$ cat config.mk
export PLATFORM = sky130hd
export DESIGN_NAME = fetch_ctrl
export DESIGN_NICKNAME = d
export VERILOG_FILES = /design/src/rtl/fetch_ctrl.sv
export SDC_FILE = /design/constraint.sdc
export NUM_CORES = 1
export LEC_CHECK = 0
export BUFFER_PORTS_ARGS = -buffer_cell sky130_fd_sc_hd__buf_2
export CELL_PAD_IN_SITES_DETAIL_PLACEMENT = 1
export CELL_PAD_IN_SITES_GLOBAL_PLACEMENT = 1
export CORE_MARGIN = 1
export CORE_UTILIZATION = 43
export CTS_CLUSTER_DIAMETER = 200
export DETAILED_ROUTE_END_ITERATION = 8
export MAX_ROUTING_LAYER = met4
export PLACE_DENSITY_LB_ADDON = 0.1
export SYNTH_ARGS = -nofsm -noshare
export SYNTH_HDL_FRONTEND = slang
export SYNTH_SLANG_ARGS = --single-unit
$ cat constraint.sdc
create_clock -name clk -period 3.6 [get_ports clk]
set_input_delay 0.18 -clock clk [delete_from_list [all_inputs] [get_ports clk]]
set_output_delay 0.18 -clock clk [all_outputs]
set_load 0.02 [all_outputs]
$ cat src/rtl/fetch_ctrl.sv
module fetch_ctrl #(
  parameter int unsigned BURST_LEN = 4,
  parameter logic [31:0] RESET_PC  = 32'h0000_0000
) (
  input  logic        clk,
  input  logic        rst_n,
  output logic        arvalid,
  input  logic        arready,
  output logic [31:0] araddr,
  output logic [7:0]  arlen,
  output logic [2:0]  arsize,
  output logic [1:0]  arburst,
  input  logic        rvalid,
  input  logic        rlast,
  output logic        rready,
  input  logic [7:0]  buf_free,
  input  logic        redirect_valid,
  input  logic [31:0] redirect_pc,
  output logic [31:0] fetch_pc,
  output logic        buf_write,
  output logic        flush
);

  typedef enum logic [1:0] {IDLE, ADDR, DATA, DRAIN} state_t;

  state_t      state;
  logic [31:0] pc;
  logic [31:0] pend_pc;
  logic        pend_valid;
  logic [31:0] beat_addr;
  logic [31:0] fetch_pc_q;

  logic [31:0] pc_base;
  logic [9:0]  room;
  logic [4:0]  beats;
  logic [31:0] burst_end;

  always_comb begin
    pc_base   = pc & 32'hFFFF_FFF8;
    // 8-byte slots left before the next 4 KB boundary (1..512)
    room      = 10'd512 - {1'b0, pc[11:3]};
    beats     = (room > 10'(BURST_LEN)) ? 5'(BURST_LEN) : room[4:0];
    burst_end = araddr + ({21'd0, arlen, 3'b000} + 32'd8);
  end

  assign arsize    = 3'b011;
  assign arburst   = 2'b01;
  assign flush     = redirect_valid;
  assign buf_write = (state == DATA) && rvalid && !redirect_valid;
  assign fetch_pc  = buf_write ? beat_addr : fetch_pc_q;

  always_ff @(posedge clk) begin
    if (!rst_n) begin
      state      <= IDLE;
      pc         <= RESET_PC;
      pend_pc    <= '0;
      pend_valid <= 1'b0;
      arvalid    <= 1'b0;
      rready     <= 1'b0;
      araddr     <= '0;
      arlen      <= '0;
      beat_addr  <= '0;
      fetch_pc_q <= RESET_PC;
    end else begin
      if (buf_write)
        fetch_pc_q <= beat_addr;

      case (state)
        IDLE: begin
          if (redirect_valid) begin
            pc <= redirect_pc;
          end else if (buf_free >= {3'b000, beats}) begin
            state     <= ADDR;
            arvalid   <= 1'b1;
            araddr    <= pc_base;
            arlen     <= {3'b000, beats} - 8'd1;
            beat_addr <= pc_base;
          end
        end

        ADDR: begin
          if (redirect_valid) begin
            pend_pc    <= redirect_pc;
            pend_valid <= 1'b1;
          end
          if (arready) begin
            arvalid <= 1'b0;
            rready  <= 1'b1;
            state   <= (pend_valid || redirect_valid) ? DRAIN : DATA;
          end
        end

        DATA: begin
          if (rvalid)
            beat_addr <= beat_addr + 32'd8;
          if (rvalid && rlast) begin
            state      <= IDLE;
            rready     <= 1'b0;
            pend_valid <= 1'b0;
            pc         <= redirect_valid ? redirect_pc : burst_end;
          end else if (redirect_valid) begin
            state      <= DRAIN;
            pend_pc    <= redirect_pc;
            pend_valid <= 1'b1;
          end
        end

        DRAIN: begin
          if (rvalid && rlast) begin
            state      <= IDLE;
            rready     <= 1'b0;
            pend_valid <= 1'b0;
            pc         <= redirect_valid ? redirect_pc : pend_pc;
          end else if (redirect_valid) begin
            pend_pc <= redirect_pc;
          end
        end

        default: state <= IDLE;
      endcase
    end
  end

endmodule

==> Word level (Yosys, flattened, before mapping) <==
Index checks and enable logic that the tools add are counted.
W data, S select, Z words.
{ "word_totals": {"mem_count": 0, "latch_bits": 0, "mem_bits_ro": 0, "in_bits": 46, "mem_bits_rw": 0, "register_bits": 170, "word_cells": 83} }
{ "op_classes": {"n_lt_le_gt_ge": 2, "eq_ne": 13, "n_bitwise": 1, "n_mul": 0, "n_shift": 0, "n_div": 0, "n_mux": 32, "n_reduce_logical": 20, "add_sub_neg": 5} }
{ "op_table": {"columns": ["cell", "count"], "rows": [
  ["$mux W32", 10],
  ["$pmux W32 S2", 2],
  ["$pmux W32 S3", 1],
  ["$add A32 B12 Y32", 1],
  ["$add A32 B4 Y32 const B", 1],
  ["$ne A2 B2 Y1 const B", 7],
  ["$add A11 B4 Y12 const B", 1],
  ["$mux W2", 6],
  ["$reduce_and A4 Y1", 3],
  ["$gt A10 B3 Y1 const B", 1],
  ["$sub A10 B9 Y10 const A", 1],
  ["$ge A8 B5 Y1", 1],
  ["$mux W1", 8],
  ["$pmux W2 S4", 1],
  ["$reduce_and A3 Y1", 2],
  ["$reduce_bool A2 Y1", 3],
  ["$reduce_bool A3 Y1", 2],
  ["$sub A5 B1 Y6 const B", 1],
  ["$mux W5", 1],
  ["$reduce_and A5 Y1", 1],
  ["$eq A2 B2 Y1 const B", 2],
  ["$ne A2 B1 Y1 const B", 2],
  ["$pmux W1 S2", 2],
  ["$reduce_and A2 Y1", 2],
  ["9 further kinds", 11]
]} }

==> Longest topological paths before layout <==
Gate-level depths: netlist of the first run.
{ "logic_depth": {"word_depth": 7, "mapped_depth": 17, "depth_no_buf": 15} }

==> Worst setup path after synthesis of the first run <==
OpenSTA, ideal clock, no wires.
{ "synth_path": {"kind": "register to register", "startpoint": "register pc[3]", "endpoint": "register beat_addr[20]", "path_slack_ns": 0.449, "synth_period_minus_slack_ns": 3.151, "arrival_time_ns": 3.035, "stages_incl_launch_ff": 17, "setup_time_ns": 0.116, "path_cell_list": "dfxtp_1 > inv_1 > ha_1 > nor2b_1 > o21ai_0 > nand2_1 > a32o_1 > nand4_1 > inv_1 > ha_1 > nand2b_1 > a21o_1 > o2111ai_1 > o211a_1 > buf_2 > a21oi_1 > o211a_1"} }
{ "synth_via": {"elab_chain_cells": 6} }
{ "synth_lines": {"columns": ["element", "line_no", "text"], "rows": [
  ["start, declared", "27", "logic [31:0] pc;"],
  ["start signal, assigned", "71", "pc <= redirect_pc;"],
  ["start signal, assigned", "100", "pc <= redirect_valid ? redirect_pc : burst_end;"],
  ["start signal, assigned", "113", "pc <= redirect_valid ? redirect_pc : pend_pc;"],
  ["$sub A10 B9 Y10 (*)", "41", "room = 10'd512 - {1'b0, pc[11:3]};"],
  ["$gt A10 B3 Y1", "42", "beats = (room > 10'(BURST_LEN)) ? 5'(BURST_LEN) : room[4:0];"],
  ["$mux W5 (*)", "42", null],
  ["$ge A8 B5 Y1 (*)", "72", "end else if (buf_free >= {3'b000, beats}) begin"],
  ["$ne A2 B2 Y1 (no source line) (*)", null, null],
  ["$reduce_and A4 Y1 (no source line) (*)", null, null],
  ["end signal, assigned", "77", "beat_addr <= pc_base;"],
  ["end signal, assigned", "95", "beat_addr <= beat_addr + 32'd8;"],
  ["end, declared", "30", "logic [31:0] beat_addr;"]
]} }
Mark *: on every way between the ends. The rest lies on a longest branch, timed or not.
A chain may end at the register's enable or synchronous reset.

==> Final worst setup path of the first run <==
{ "layout_path": {"startpoint": "register pc[3]", "endpoint": "register beat_addr[10]"} }
The elaborated chain is that of the path after synthesis.

==> results of run 1 <==
## cell usage in the layout (no fill, tap or decap), types with 18 or more instances in the layout
cell type / n
dfxtp_1: 159
nand2_1: 125
buf_2: 115
a21oi_1: 102
o21ai_0: 80
nor2_1: 75
mux2i_1: 56
and2_1: 34
mux2_2: 32
buf_4: 30
nand3_1: 27
ha_1: 24
nor3_1: 22
inv_1: 19
dlygate4sd3_1: 18
## critical path, stage by stage, from the launching register on
cell	delay, ns
dfxtp_1	0.33
inv_1	0.07
ha_1	0.24
nor2b_1	0.15
o21ai_0	0.17
nand2_1	0.07
a32o_1	0.22
nand4_1	0.17
inv_1	0.06
ha_1	0.27
nand2b_1	0.09
a21o_1	0.17
o2111ai_2	0.20
o211ai_2	0.34
buf_4	0.29
o21ai_0	0.12
a32o_1	0.27
## logic make-up (layout without fill, tap and decap cells)
group | after synthesis | count (layout) | synth area share [%]
adders and majority gates | 26 | 26 | 3.801
DFF | 159 | 159 | 36.63
buffers and inverters | 106 | 218 | 5.544
xor gates and xnor gates | 17 | 17 | 1.714
AOI/OAI and AO/OA | 295 | 295 | 21.18
and+or+nand+nor | 365 | 365 | 20.45
muxes | 88 | 88 | 10.60
other | 2 | 10 | 0.08643
## state kept, by name, indices dropped and copies added, names as in the netlist
register	flops
pend_valid	1
arlen	6
beat_addr	29
fetch_pc_q	32
pend_pc	29
state	2
pc	29
rready	1
araddr	29
arvalid	1
## final timing paths
| kind | from | cells past startpoint | slack [ns] | end |
|---|---|---|---|---|
| max | pc[3] | 16 | 0.23 | beat_addr[10] |
| min | redirect_pc[9] | 3 | 0.01 | pend_pc[9] |
| max reg2reg | pc[3] | 16 | 0.23 | beat_addr[10] |
| min reg2reg | pend_pc[10] | 2 | 0.46 | pend_pc[10] |
## through the flow
stage | cell area [sq um] | setup WS [ns] | hold slack, ns
after CTS | 10280 | 0.1668 | 0.0001023
after global placement | 9490 | 0.2509 | 0.4362
after global routing | 10310 | 0.02168 | 0.009214
after detailed placement | 9490 | 0.1817 | 0.4459
after floorplan | 8720 | 0.4489 | 0.3160
final | 10310 | 0.2344 | 0.01282
## routing by layer
layer  vias to the layer above  wire length [um]
met3                        18               953
li1                       4017                 -
met5                         -                 0
met2                       169             12650
met4                         0               261
met1                      4048             13240
## area by class of cell
cell class                 instances  area (sq um)  share of cell area, %
clock buffer                      18         429.2                  4.164
clock inverter                    14         178.9                  1.736
inverter                          21         80.08                 0.7769
multi-input combinational        801          5084                  49.32
sequential                       159          3183                  30.88
tap                              265         331.6                  3.217
timing repair buffer             165          1021                  9.905
## repair_timing
action	4_1_cts	5_1_grt
endpoints found under the hold margin	18	0
gates resized for setup	0	1
endpoints found under the setup margin	0	39
hold buffers	18	0
buffers inserted	0	3
## power by group
group	total (uW)	switching, uW	internal, uW
combinational	968	584	385
clock	1890	788	1100
sequential	2080	182	1900
==> out/qor.yml, run 1 <==
outcome: "completed"
max_cap_violations: 0
fin_skew_ns: 0.01246
dieArea_sq_mm: 0.02078
antenna_found_initial: 0
gp_congestion: 0.8598
port_buffers: 115
power_leakage_uw: 0.004285
ys_types: 76
routedWlPerCell_um: 18.78
clkSinkCount: 159
use_met2_pct: 43.45
fin_crit_ns: 3.366
clock.fmax_mhz: 297.1
syn_to_final_growth_pct: 18.62
post_drt_via_cell_ratio: 5.719
cts_buffers: 17
cp_max_fo: 18
htree_levels: 4
power.density_mw_per_mm2: 479.3
synth_area_leader_cell: "dfxtp_1"
first_pass_iters: 4
tightestPinTransition_ns: 0.8303
drt-initial-drc-count: 454
design.core.area_sq_mm: 0.01965
tns_ns: 0
drive_gt1_share_pct: 19.61
grtUsageMet1_pct: 37.07
synth.area.top_cells: "dfxtp_1, mux2i_1, a21oi_1"
detailroute.via_count: 8252
die_h_um: 144.2
crit_arrival_ns: 3.68
root_buffer: "clkbuf_16"
grt_overflow_total: 0
yosysWarnings: 0
num_antenna_cells: 0
grt_pass1_wl_mm: 43.24
drt-total-wl_mm: 27.10
fin_nets: 1236
num_io_pins: 127
grt_usage_pct: 27.66
cts_tree: "done"
synth_common_cells: "dfxtp_1, nand2_1, a21oi_1"
path_class: "register to register"
maxSlewHeadroom_pct: 44.45
maxSlewViolCount: 0
cp-end-kind: "register"
hold_viol: 0
netlist_area_sq_mm: 0.008690
synth-async-reset-ratio_pct: 0
num_rows: 51
yosysMostFrequentCell: "dfxtp_1"
period_share_pct: 93.49
dieWidth_um: 144.2
grt_max_degree: 67
clk_pin_slew_ns: 0.06
final_util_pct: 52.44
finalNonFillerCells: 1443
rsz0062_at_grt: "no"
postRouteAntennaNets: 0
grt_pass1_vias: 8086
clockBufferDepth: 2
synth-seq-cells: 159
fillers: 2417
synth_flop_cell: "dfxtp_1"
clk_latency_ns: 0.43
synth_top_cell_area_share_pct: 36.63
ir_drop_uv: 321.7
postSynthCellCount: 1058
critPathLaunchType: "register"
p_total_uw: 4940
post-dp-hpwl_mm: 18.80
initial_core_util_pct: 44.21
route.detailed.drc: 0
synth_area_per_cell_sq_um: 8.213
use_met3_pct: 4.106
top_usage_layer: "met2"
hp-class: "input pin to register"
dp.cells: 1390
synth_edf_count: 0
yosysSeqAreaShare_pct: 36.63
crit_required_ns: 3.92
setup_violations: 0
Power figures use the tool's default switching activity.
==> run 2: changes to the inputs <==
--- a/config.mk
+++ b/config.mk
@@ -5,11 +5,12 @@
 export SDC_FILE = /design/constraint.sdc
 export NUM_CORES = 1
 export LEC_CHECK = 0
+export ABC_AREA = 1
 export BUFFER_PORTS_ARGS = -buffer_cell sky130_fd_sc_hd__buf_2
 export CELL_PAD_IN_SITES_DETAIL_PLACEMENT = 1
 export CELL_PAD_IN_SITES_GLOBAL_PLACEMENT = 1
 export CORE_MARGIN = 1
-export CORE_UTILIZATION = 43
+export CORE_UTILIZATION = 41
 export CTS_CLUSTER_DIAMETER = 200
 export DETAILED_ROUTE_END_ITERATION = 8
 export MAX_ROUTING_LAYER = met4
==> constraint.sdc (replaced) <==
create_clock -name clk -period 3.7 [get_ports clk]
set_input_delay 0.185 -clock clk [delete_from_list [all_inputs] [get_ports clk]]
set_output_delay 0.185 -clock clk [all_outputs]
set_load 0.05 [all_outputs]
==> out/qor.yml, run 2 <==
outcome: "completed"
cts_tree: "done"
hold-worst-slack_ns: 0.04880  # +0.03599 ns
critPathLaunchType: "register"
fin_crit_ns: 3.301  # -0.06437 ns
layout_commonest_cell: "nand2_1"
largest_register_ffs: 32  # unchanged
clk_latency_ns: 0.43  # about the same
synth-seq-cells: 159  # unchanged
regMostFlops: "fetch_pc_q"
setup_violations: 0  # unchanged
postRouteAntennaNets: 0  # unchanged
slowest_stage: "dfxtp_1"
cp_max_fo: 49  # +31
period_share_pct: 89.22  # -4.3 points
fillers: 2843  # +18%
power.density_mw_per_mm2: 768.5  # +60%
synth_edf_count: 0  # unchanged
rr_worst_depth: 19  # +3
clkSinkCount: 159  # unchanged
ctsHoldBuffers: 0  # -18
synth_top_cell_area_share_pct: 35.65  # -0.98 points
clockBufferDepth: 2  # unchanged
final_cell_mix: "nand2_1, dfxtp_1, o21ai_0, nor2_1, inv_1"
final_cell_area_sq_mm: 0.01030  # about the same
route.detailed.drc: 0  # unchanged
synth-async-reset-ratio_pct: 0  # unchanged
fin_skew_ns: 0.01454  # +0.002084 ns
maxSlewHeadroom_pct: 22.07  # -22 points
cp-end-kind: "register"
crit_required_ns: 4.02  # +0.10 ns
synth_flop_cell: "dfxtp_1"
drt-initial-drc-count: 537  # +18%
synth_area_per_cell_sq_um: 6.589  # -20%
initial_core_util_pct: 42.21  # -2.0 points
tightestPinTransition_ns: 1.168  # +0.3373 ns
num_antenna_cells: 0  # unchanged
grt_usage_pct: 28.06  # +0.41 points
setup_ws_ns: 0.3988  # +0.1644 ns
cp-endpoint: "arlen[2]"
ys_types: 46  # -39%
crit_start: "pc[3]"
synth_area_leader_cell: "dfxtp_1"
first_pass_iters: 6  # +2
num_io_pins: 127  # unchanged
max_cap_violations: 0  # unchanged
rsz0062_at_grt: "no"
reg2reg_to: "arlen[2]"
synth_common_cells: "nand2_1, dfxtp_1, o21ai_0"
tns_ns: 0  # unchanged
root_buffer: "clkbuf_16"
reg2reg_slack_ns: 0.40  # +0.16 ns
final_util_pct: 48.69  # -3.8 points
yosysMostFrequentCell: "nand2_1"
grt_pass1_wl_mm: 47.52  # +9.9%
syn_to_final_growth_pct: 15.36
num_rows: 53  # +3.9%
synth.area.top_cells: "dfxtp_1, nand2_1, o21ai_0"
detailroute.via_count: 9445  # +14%
r2r-start: "pc[3]"
max_stage_delay_ns: 0.31  # -0.03 ns
dieArea_sq_mm: 0.02237  # +7.7%
port_buffers: 115  # unchanged
ir_drop_uv: 456.4  # +42%
power_leakage_uw: 0.004541  # +6.0%
placed_area_sq_mm: 0.009662  # +1.8%
postSynthCellCount: 1355  # +28%
dieWidth_um: 149.6  # +3.8%
routedWlPerCell_um: 17.51  # -6.8%
drt-total-wl_mm: 30.09  # +11%
path_common_cell: "nand2_1"
post_drt_via_cell_ratio: 5.494  # -3.9%
grt_overflow_total: 0  # unchanged
antenna_found_initial: 0  # unchanged
hp-class: "input pin to register"
design.core.area_sq_mm: 0.02115  # +7.6%
hold_viol: 0  # unchanged
clock.fmax_mhz: 302.9  # +1.9%
grt_max_degree: 90  # +34%
gp_congestion: 0.9043  # +5.2%
grt_pass1_vias: 9116  # +13%
crit_arrival_ns: 3.62  # -0.06 ns
cts_buffers: 17  # unchanged
die_h_um: 149.6  # +3.8%
clk_pin_slew_ns: 0.07  # about the same
cp_cell_sequence: "inv_1, ha_1, xor2_1, o2111ai_1, nor2_1, ha_1, o21ai_0, nand2_1, o21ai_0, inv_1, nand2_1, nand2_1, nand2_1, nand2_2, nand2_4, buf_12, inv_4, o21ai_0, nor2_1"
drive_gt1_share_pct: 12.74  # -6.9 points
fin_nets: 1503  # +22%
yosysWarnings: 0  # unchanged
path_class: "register to register"
htree_levels: 4  # unchanged
place_ws_ns: 0.3182  # +0.1365 ns
maxSlewViolCount: 0  # unchanged
netlist_area_sq_mm: 0.008929  # +2.8%
post-dp-hpwl_mm: 21.09  # +12%
yosysSeqAreaShare_pct: 35.65  # -0.98 points
==> run 2: changes by cell type after synthesis, sizes merged, moves of 26 or more <==
cell,before,now
nand3,27,67
mux2i,56,2
nand2,126,314
mux2,32,0
o21ai,83,161
inv,19,132
a31oi,7,33
and2,34,1
nor2,77,139
==> run 2: cells by family after synthesis <==
family	after synthesis	synth area share (%)
compound gates	352	21.68
xor+xnor	13	1.275
fa+ha+maj	25	3.587
buf+inv	220	10.22
flops	159	35.65
mux	2	0.2242
other cells	2	0.08411
simple gates	582	27.28
==> run 2: power breakdown <==
part	leakage, uW	internal (uW)	switching [uW]
clock	0.000302	1170	770
sequential	0.00130	2210	476
combinational	0.00293	907	2380
==> run 2: layout make-up <==
cell class / instances / area (sq um) / area share (%)
multi-input combinational: 984 / 4886 / 47.44
clock inverter: 12 / 182.7 / 1.774
clock buffer: 19 / 452.9 / 4.397
tap: 275 / 344.1 / 3.341
sequential: 159 / 3183 / 30.90
inverter: 134 / 505.5 / 4.908
timing repair buffer: 136 / 745.7 / 7.240
==> run 2: worst min path at each step <==
stage	endpoint	cells past startpoint	start	slack (ns)
floorplan	pend_pc[20]	2	redirect_pc[20]	0.35
global placement	fetch_pc_q[2]	2	fetch_pc_q[2]	0.43
detailed placement	fetch_pc_q[1]	2	fetch_pc_q[1]	0.44
CTS	pend_pc[20]	3	redirect_pc[20]	0.03
global route	pend_pc[20]	3	redirect_pc[20]	0.06
finish	pend_pc[20]	3	redirect_pc[20]	0.05
==> run 2: repair_timing <==
| action | 4_1_cts | 5_1_grt |
|---|---|---|
| resized for setup | 0 | 2 |
| setup endpoints to repair | 0 | 1 |
| buffers inserted | 0 | 0 |
| hold endpoints to repair | 0 | 0 |
==> run 2: routing by layer <==
metal  global-route usage (%)  vias to the layer above  share of wire, %
met5                        -                        -                 0
met2                    45.49                      213                47
met3                    3.963                       40               4.3
li1                         -                     4658                 -
met4                    7.653                        0               1.7
met1                    36.30                     4534                47
==> run 2: critical path, delay by kind of cell (launching register included) <==
kind	cells	cell delay (ns)
adders and majority gates	2	0.56
and+or+nand+nor	8	0.80
AOI/OAI and AO/OA	4	0.65
xor gates and xnor gates	1	0.21
buffers and inverters	4	0.64
DFF	1	0.31
==> run 2: through the flow <==
| step | total power [uW] | std cells |
|---|---|---|
| floorplan | 4999 | 1363 |
| global placement | 5887 | 1688 |
| detailed placement | 5973 | 1688 |
| CTS | 7936 | 1719 |
| global route | 8398 | 1719 |
| finish | 7915 | 1719 |
